[src/rtl/morse_encoder_if.sv]
// Symbol handshake between the character-to-symbol sequencer (master) and
// the Morse transmitter (slave).
interface morse_encoder_if;
   logic [1:0] sym;
   logic       sym_valid;
   logic       sym_ready;

   modport master (output sym, output sym_valid, input sym_ready);
   modport slave  (input sym, input sym_valid, output sym_ready);
endinterface

[src/rtl/morse_encoder.sv]
// Morse transmitter: takes one symbol per handshake and keys the output for a
// whole number of units, each unit being UNIT_TICKS clock cycles.
module morse_encoder #(
   parameter int unsigned UNIT_TICKS = 5_000_000
) (
   input  logic           clk,
   input  logic           reset,
   morse_encoder_if.slave up,
   output logic           key,
   output logic           busy,
   output logic           sym_done
);
   localparam int PW = (UNIT_TICKS > 1) ? $clog2(UNIT_TICKS) : 1;
   localparam logic [PW-1:0] PRESC_MAX = PW'(UNIT_TICKS - 1);

   typedef enum logic [1:0] {IDLE, MARK, SPACE} state_t;

   state_t        state;
   logic [PW-1:0] presc;
   logic [2:0]    units;
   logic [2:0]    space_units;
   logic          unit_end;

   // Symbol codes: 00 dot, 01 dash, 10 letter gap, 11 word gap.
   function automatic logic [2:0] mark_of(input logic [1:0] code);
      case (code)
         2'b00:   return 3'd1;
         2'b01:   return 3'd3;
         default: return 3'd0;
      endcase
   endfunction

   function automatic logic [2:0] space_of(input logic [1:0] code);
      case (code)
         2'b10:   return 3'd2;
         2'b11:   return 3'd6;
         default: return 3'd1;
      endcase
   endfunction

   assign unit_end     = (presc == PRESC_MAX);
   assign up.sym_ready = (state == IDLE) && !reset;
   assign sym_done     = (state == SPACE) && (units == 3'd1) && unit_end;

   // NOTE: every register here uses <= so all state updates see the values from
   // before the edge; mixing in = would make the result depend on statement order.
   always_ff @(posedge clk or posedge reset) begin
      if (reset) begin
         state       <= IDLE;
         presc       <= '0;
         units       <= '0;
         space_units <= '0;
         key         <= 1'b0;
         busy        <= 1'b0;
      end else begin
         case (state)
            IDLE: begin
               if (up.sym_valid) begin
                  presc       <= '0;
                  busy        <= 1'b1;
                  space_units <= space_of(up.sym);
                  if (mark_of(up.sym) != 3'd0) begin
                     state <= MARK;
                     units <= mark_of(up.sym);
                     key   <= 1'b1;
                  end else begin
                     state <= SPACE;
                     units <= space_of(up.sym);
                  end
               end
            end
            MARK: begin
               if (unit_end) begin
                  presc <= '0;
                  if (units == 3'd1) begin
                     state <= SPACE;
                     units <= space_units;
                     key   <= 1'b0;
                  end else begin
                     units <= units - 3'd1;
                  end
               end else begin
                  presc <= presc + PW'(1);
               end
            end
            SPACE: begin
               if (unit_end) begin
                  presc <= '0;
                  if (units == 3'd1) begin
                     state <= IDLE;
                     units <= '0;
                     busy  <= 1'b0;
                  end else begin
                     units <= units - 3'd1;
                  end
               end else begin
                  presc <= presc + PW'(1);
               end
            end
            default: state <= IDLE;
         endcase
      end
   end
endmodule
[src/flat_wrapper.sv]
// flat-port wrapper written by rule: the top's interface ports become plain ports
module morse_encoder_flat 
#(
   parameter int unsigned UNIT_TICKS = 5_000_000
)
  (clk, reset, key, busy, sym_done, up_sym, up_sym_valid, up_sym_ready);
  morse_encoder_if up_i ();
  input  logic clk;
  input  logic reset;
  output logic key;
  output logic busy;
  output logic sym_done;
  input wire logic [$bits(up_i.sym)-1:0] up_sym;
  input wire logic [$bits(up_i.sym_valid)-1:0] up_sym_valid;
  output wire logic [$bits(up_i.sym_ready)-1:0] up_sym_ready;
  assign up_i.sym = up_sym;
  assign up_i.sym_valid = up_sym_valid;
  assign up_sym_ready = up_i.sym_ready;
  morse_encoder #(.UNIT_TICKS(UNIT_TICKS)) u_core (.clk(clk), .reset(reset), .up(up_i), .key(key), .busy(busy), .sym_done(sym_done));
endmodule
[config.mk]
export PLATFORM = sky130hd
export DESIGN_NAME = morse_encoder_flat
export DESIGN_NICKNAME = d
export VERILOG_FILES = /design/src/rtl/morse_encoder_if.sv /design/src/rtl/morse_encoder.sv /design/src/flat_wrapper.sv
export SDC_FILE = /design/constraint.sdc
export NUM_CORES = 1
export LEC_CHECK = 0
export ABC_CLOCK_PERIOD_IN_PS = 2300
export CAP_MARGIN = 25
export CORE_ASPECT_RATIO = 2
export CORE_MARGIN = 1
export CORE_UTILIZATION = 54
export CTS_CLUSTER_DIAMETER = 50
export DETAILED_ROUTE_END_ITERATION = 8
export PLACE_DENSITY = 0.83
export RECOVER_POWER = 25
export SYNTH_ARGS = -nofsm -noshare
export SYNTH_HDL_FRONTEND = slang
export SYNTH_SLANG_ARGS = --single-unit
export TNS_END_PERCENT = 30
[constraint.sdc]
create_clock -name clk -period 2.3 [get_ports clk]
set_clock_uncertainty 0.2 [all_clocks]
set_input_delay 0.69 -clock clk [delete_from_list [all_inputs] [get_ports clk]]
set_output_delay 0.69 -clock clk [all_outputs]
set_load 0.05 [all_outputs]
; ---- Word-level counts from Yosys, hierarchy flattened
; Cells that the tools add are included.
[op_classes]
addsub = 2
eq_ne = 13
n_mux = 28
reduce_logical = 18
[op_table]
columns = operator, count
row1 = 2-to-1 mux 23 bit, 2
row2 = one-hot mux 23 bit (2 select lines), 1
row3 = 2-to-1 mux 3 bit, 8
row4 = "adder 23 x 1 -> 23 bit, second input constant", 1
row5 = "== test 23 bit, second input constant", 1
row6 = 2-to-1 mux 2 bit, 6
row7 = AND reduction 5 bit, 2
row8 = one-hot mux 3 bit (3 select lines), 1
row9 = AND reduction 4 bit, 2
row10 = "== test 2 bit, second input constant", 3
row11 = "!= test 2 x 1 -> 1 bit, second input constant", 3
row12 = "!= test 2 bit, second input constant", 3
row13 = one-hot mux 2 bit (3 select lines), 1
row14 = one-hot mux 3 bit (2 select lines), 1
row15 = nonzero test 2 bit, 3
row16 = nonzero test 3 bit, 2
row17 = 2-to-1 mux 1 bit, 5
row18 = "== test 2 x 1 -> 1 bit, second input constant", 2
row19 = zero test 2 bit, 2
row20 = one-hot mux 1 bit (2 select lines), 2
row21 = one-hot mux 2 bit (2 select lines), 1
row22 = AND reduction 2 bit, 2
row23 = "== test 3 x 1 -> 1 bit, second input constant", 1
row24 = logical AND 1 bit, 3
row25 = other kinds (3), 3
[word_totals]
regBits = 33
in_bits = 5
output_inout_bits = 4

; ---- Longest topological paths before layout
[depth]
depth_word = 8
depth_mapped = 10
depth_no_buf = 7

; ---- Worst setup path before layout
; OpenSTA, ideal clock, no wires.
[synth_timing]
path_kind = reg-to-output
startpoint = register u_core.presc[12]
endpoint = output sym_done
arrival_ns = 1.721
setup_slack_ns = -0.311
path_stages_with_launch = 6
cell_sequence = dfrtp_1 clkbuf_2 nor4b_1 nand4_1 nor3_1 and2_1
[synth_between]
elab_chain_cells = 2
[synth_rtl]
columns = item, line_no
row1 = "start, declared", morse_encoder.sv:19  ; logic [PW-1:0] presc;
row2 = "start signal, assigned", morse_encoder.sv:83  ; presc <= presc + PW'(1);
row3 = "start signal, assigned", morse_encoder.sv:97  ; presc <= presc + PW'(1);
row4 = == test 23 bit, morse_encoder.sv:41  ; assign unit_end = (presc == PRESC_MAX);
row5 = logical AND 1 bit, morse_encoder.sv:43  ; assign sym_done = (state == SPACE) && (units == 3'd1) && unit_end;
row6 = "end, declared", flat_wrapper.sv:12  ; output logic sym_done;
; Every way passes these cells.

; ---- Final worst setup path
[layout_timing]
startpoint = register u_core.presc[21]
endpoint = output sym_done
; Same word-level chain as after synthesis.

==> impl_metrics.env <==
export IMPL_status="finished, violations left"
export IMPL_violations="setup timing"
export IMPL_clk_latency_ns=0.30
export IMPL_p_per_area_nw_per_um2=1140
export IMPL_crit_family="simple AND/OR/NAND/NOR gates"
export IMPL_mostFrequentLayoutCell="buf_4"
export IMPL_layout_min_cycle_time_ns=2.74
export IMPL_required_ns=1.41
export IMPL_start_util=0.573
export IMPL_hold_path_class="reg -> reg"
export IMPL_path_clk_slew_ns=0.07
export IMPL_die_width_um=46.0
export IMPL_dpl_cell_area_um2=2540
export IMPL_globalplace_congestion=1.00
export IMPL_dp_cells=329
export IMPL_netlist_instances=240
export IMPL_r2r_start="u_core.presc[13]$_DFFE_PP0P_"
export IMPL_drc_errors=0
export IMPL_critPathBufInv=1
export IMPL_crit_fanout=4
export IMPL_critPathLaunchType="flip-flop"
export IMPL_nets=302
export IMPL_final_area_um2=2720
export IMPL_async_reset_ff_frac=1.00
export IMPL_cts_hold_buffers=0
export IMPL_period_share=1.19
export IMPL_crit_path_top_delay_cell="dfrtp_1"
export IMPL_portBuffers=8
export IMPL_drt_iter0_drc=167
export IMPL_holdWs_ns=0.300
export IMPL_cp_arrival_ns=1.85
export IMPL_core_um2=3650
export IMPL_synthesis_nets=251
export IMPL_die_area_um2=4130
export IMPL_grt_use_total=0.377
export IMPL_final_cell_mix="buf_4 (45), nand2_1 (34), dfrtp_1 (32), o21ai_0 (21), nand3_1 (15)"
export IMPL_ant_nets=0
export IMPL_cts_root_buf="clkbuf_8"
export IMPL_worstSetupEndpointType="output port"
export IMPL_utilization=0.745
export IMPL_h_tree_depth=2
export IMPL_startpoint="u_core.presc[21]$_DFFE_PP0P_"
export IMPL_crit_cells=5
export IMPL_yosys_warnings=0
export IMPL_drt_pass1_iter_count=4
export IMPL_path_cells="nor4b_4, nand4_1, nor3_2, and2_4, buf_12"
export IMPL_critical_path_class="reg -> out"
export IMPL_r2r_end="u_core.key$_DFFE_PP0P_"
export IMPL_die_height_um=89.9
export IMPL_rows=31
export IMPL_relSlewSlack=0.430
export IMPL_worstSetupEndpoint="sym_done"
export IMPL_worstHoldPathCells=2
export IMPL_via_per_inst=6.48
export IMPL_syn_cell_area_um2=2090
export IMPL_synth_edf_count=0
export IMPL_p_total_uw=3090
export IMPL_grt_setup_unrepaired="true"
export IMPL_cpPeakStageDelay_ns=0.43
export IMPL_drive_above_1_share=0.308
export IMPL_clock_sinks=33
export IMPL_grt_max_degree=34
export IMPL_slew_violations=0
export IMPL_cts_tree="done"
export IMPL_wl_um=6860
export IMPL_setup_viol=1
export IMPL_num_vias=2215
export IMPL_ir_worst_vdd_v=0.000644
export IMPL_dp_hpwl_um=4430
export IMPL_synthFlopType="dfrtp_1"
export IMPL_tightest_slew_ns=0.856
export IMPL_rr_worst_depth=6
export IMPL_syn_avg_cell_area_um2=8.70
export IMPL_wire_per_inst_um=20.1
export IMPL_synthDistinctLibCells=47
export IMPL_grt_overflow=0
export IMPL_grt_pass1_vias=2253
export IMPL_hold_viol=0
export IMPL_cts_buffer_depth=2
export IMPL_numCtsBuffers=5
export IMPL_max_freq_ghz=0.365
export IMPL_drv_cap=0
export IMPL_ys_seq_area_frac=0.395
export IMPL_grt_pass1_wl_um=11000
export IMPL_area_growth_pct=30.0
export IMPL_leakagePower_uw=0.00120
export IMPL_fin_cells=342
export IMPL_rrSetupSlack_ns=0.05
export IMPL_antenna_found_initial=1
export IMPL_io_pins=9
export IMPL_ys_seq_elements=33
export IMPL_timing_final_ws_setup_ns=-0.439
[state kept, by name, summed over array words and instances (netlist names)]
register and cells:
u_core.busy 1, u_core.key 1, u_core.presc 23, u_core.space_units 3, u_core.state 2, u_core.units 3
[routing by layer]
layer  vias to the layer above  routed length (um)  global-route usage  share of wire
met4                         0                 442               0.218          0.064
li1                        981                   -                   -              -
met1                      1076                2290               0.407           0.33
met3                        45                 407              0.0743          0.059
met5                         -                   0                   0              0
met2                       113                3720               0.633           0.54
[worst min-delay path by stage]
stage,from,to
after floorplan,u_core.space_units[2]$_DFFE_PP0P_,u_core.space_units[2]$_DFFE_PP0P_
after CTS,u_core.space_units[2]$_DFFE_PP0P_,u_core.space_units[2]$_DFFE_PP0P_
final,u_core.space_units[2]$_DFFE_PP0P_,u_core.space_units[2]$_DFFE_PP0P_
after global routing,u_core.units[1]$_DFFE_PP0P_,u_core.units[1]$_DFFE_PP0P_
after detailed placement,u_core.space_units[2]$_DFFE_PP0P_,u_core.space_units[2]$_DFFE_PP0P_
after global placement,u_core.space_units[1]$_DFFE_PP0P_,u_core.space_units[1]$_DFFE_PP0P_
[power by group]
group	switching, uW	total, uW	leakage [uW]	internal [uW]
clock network	227	437	0.0000450	210
registers	121	853	0.000429	732
logic	1040	1800	0.000730	766
[synth_stat cells (all sizes together) (3+ instances only)]
library cell | number | area share
a21o | 3 | 0.011
a21oi | 8 | 0.019
and3 | 6 | 0.019
and4 | 4 | 0.019
buf | 4 | 0.014
clkbuf | 8 | 0.022
dfrtp | 33 | 0.40
ha | 6 | 0.036
inv | 10 | 0.018
mux2 | 5 | 0.027
mux2i | 9 | 0.043
nand2 | 34 | 0.061
nand3 | 16 | 0.044
nand4 | 5 | 0.015
nor2 | 12 | 0.022
nor3 | 11 | 0.026
nor4b | 4 | 0.017
o211ai | 3 | 0.011
o21ai | 28 | 0.071
o22ai | 3 | 0.0090
or3 | 4 | 0.012
or4 | 3 | 0.011
[worst reg2reg max path, cell delays in order (launching register included)]
cell and delay [ns]:
dfrtp_1 0.39, buf_4 0.16, nor4b_2 0.35, nand3_1 0.16
or4_4 0.57, o21ai_1 0.17, o21ai_0 0.13
[stage by stage]
step	worst slack, ns	TNS [ns]
finish	-0.439	-0.439
global route	-0.520	-0.601
CTS	-0.354	-0.755
detailed placement	-0.169	-1.60
global placement	-0.102	-0.586
floorplan	-0.0346	-0.0346
[cell families after synthesis]
family,count (synthesis),synth area share
muxes,14,0.0701
DFF,33,0.395
adders and majority gates,6,0.0359
and+or+nand+nor,107,0.271
buffers and inverters,22,0.0533
AOI/OAI and AO/OA,58,0.174
[layout make-up]
| cell class | count | area (um^2) |
|---|---|---|
| fill | 250 | 931 |
| multi-input combinational | 185 | 1230 |
| clock buffer | 6 | 72.6 |
| antenna | 1 | 2.50 |
| inverter | 10 | 37.5 |
| timing repair buffer | 56 | 475 |
| tap | 49 | 61.3 |
| clock inverter | 2 | 10.0 |
| sequential | 33 | 827 |
[repair_timing]
action / CTS / global route
pin swaps: 6 / 1
buffers inserted: 9 / 0
endpoints found under the setup margin: 3 / 7
resized for setup: 11 / 11
(Power assumes the default switching activity.)
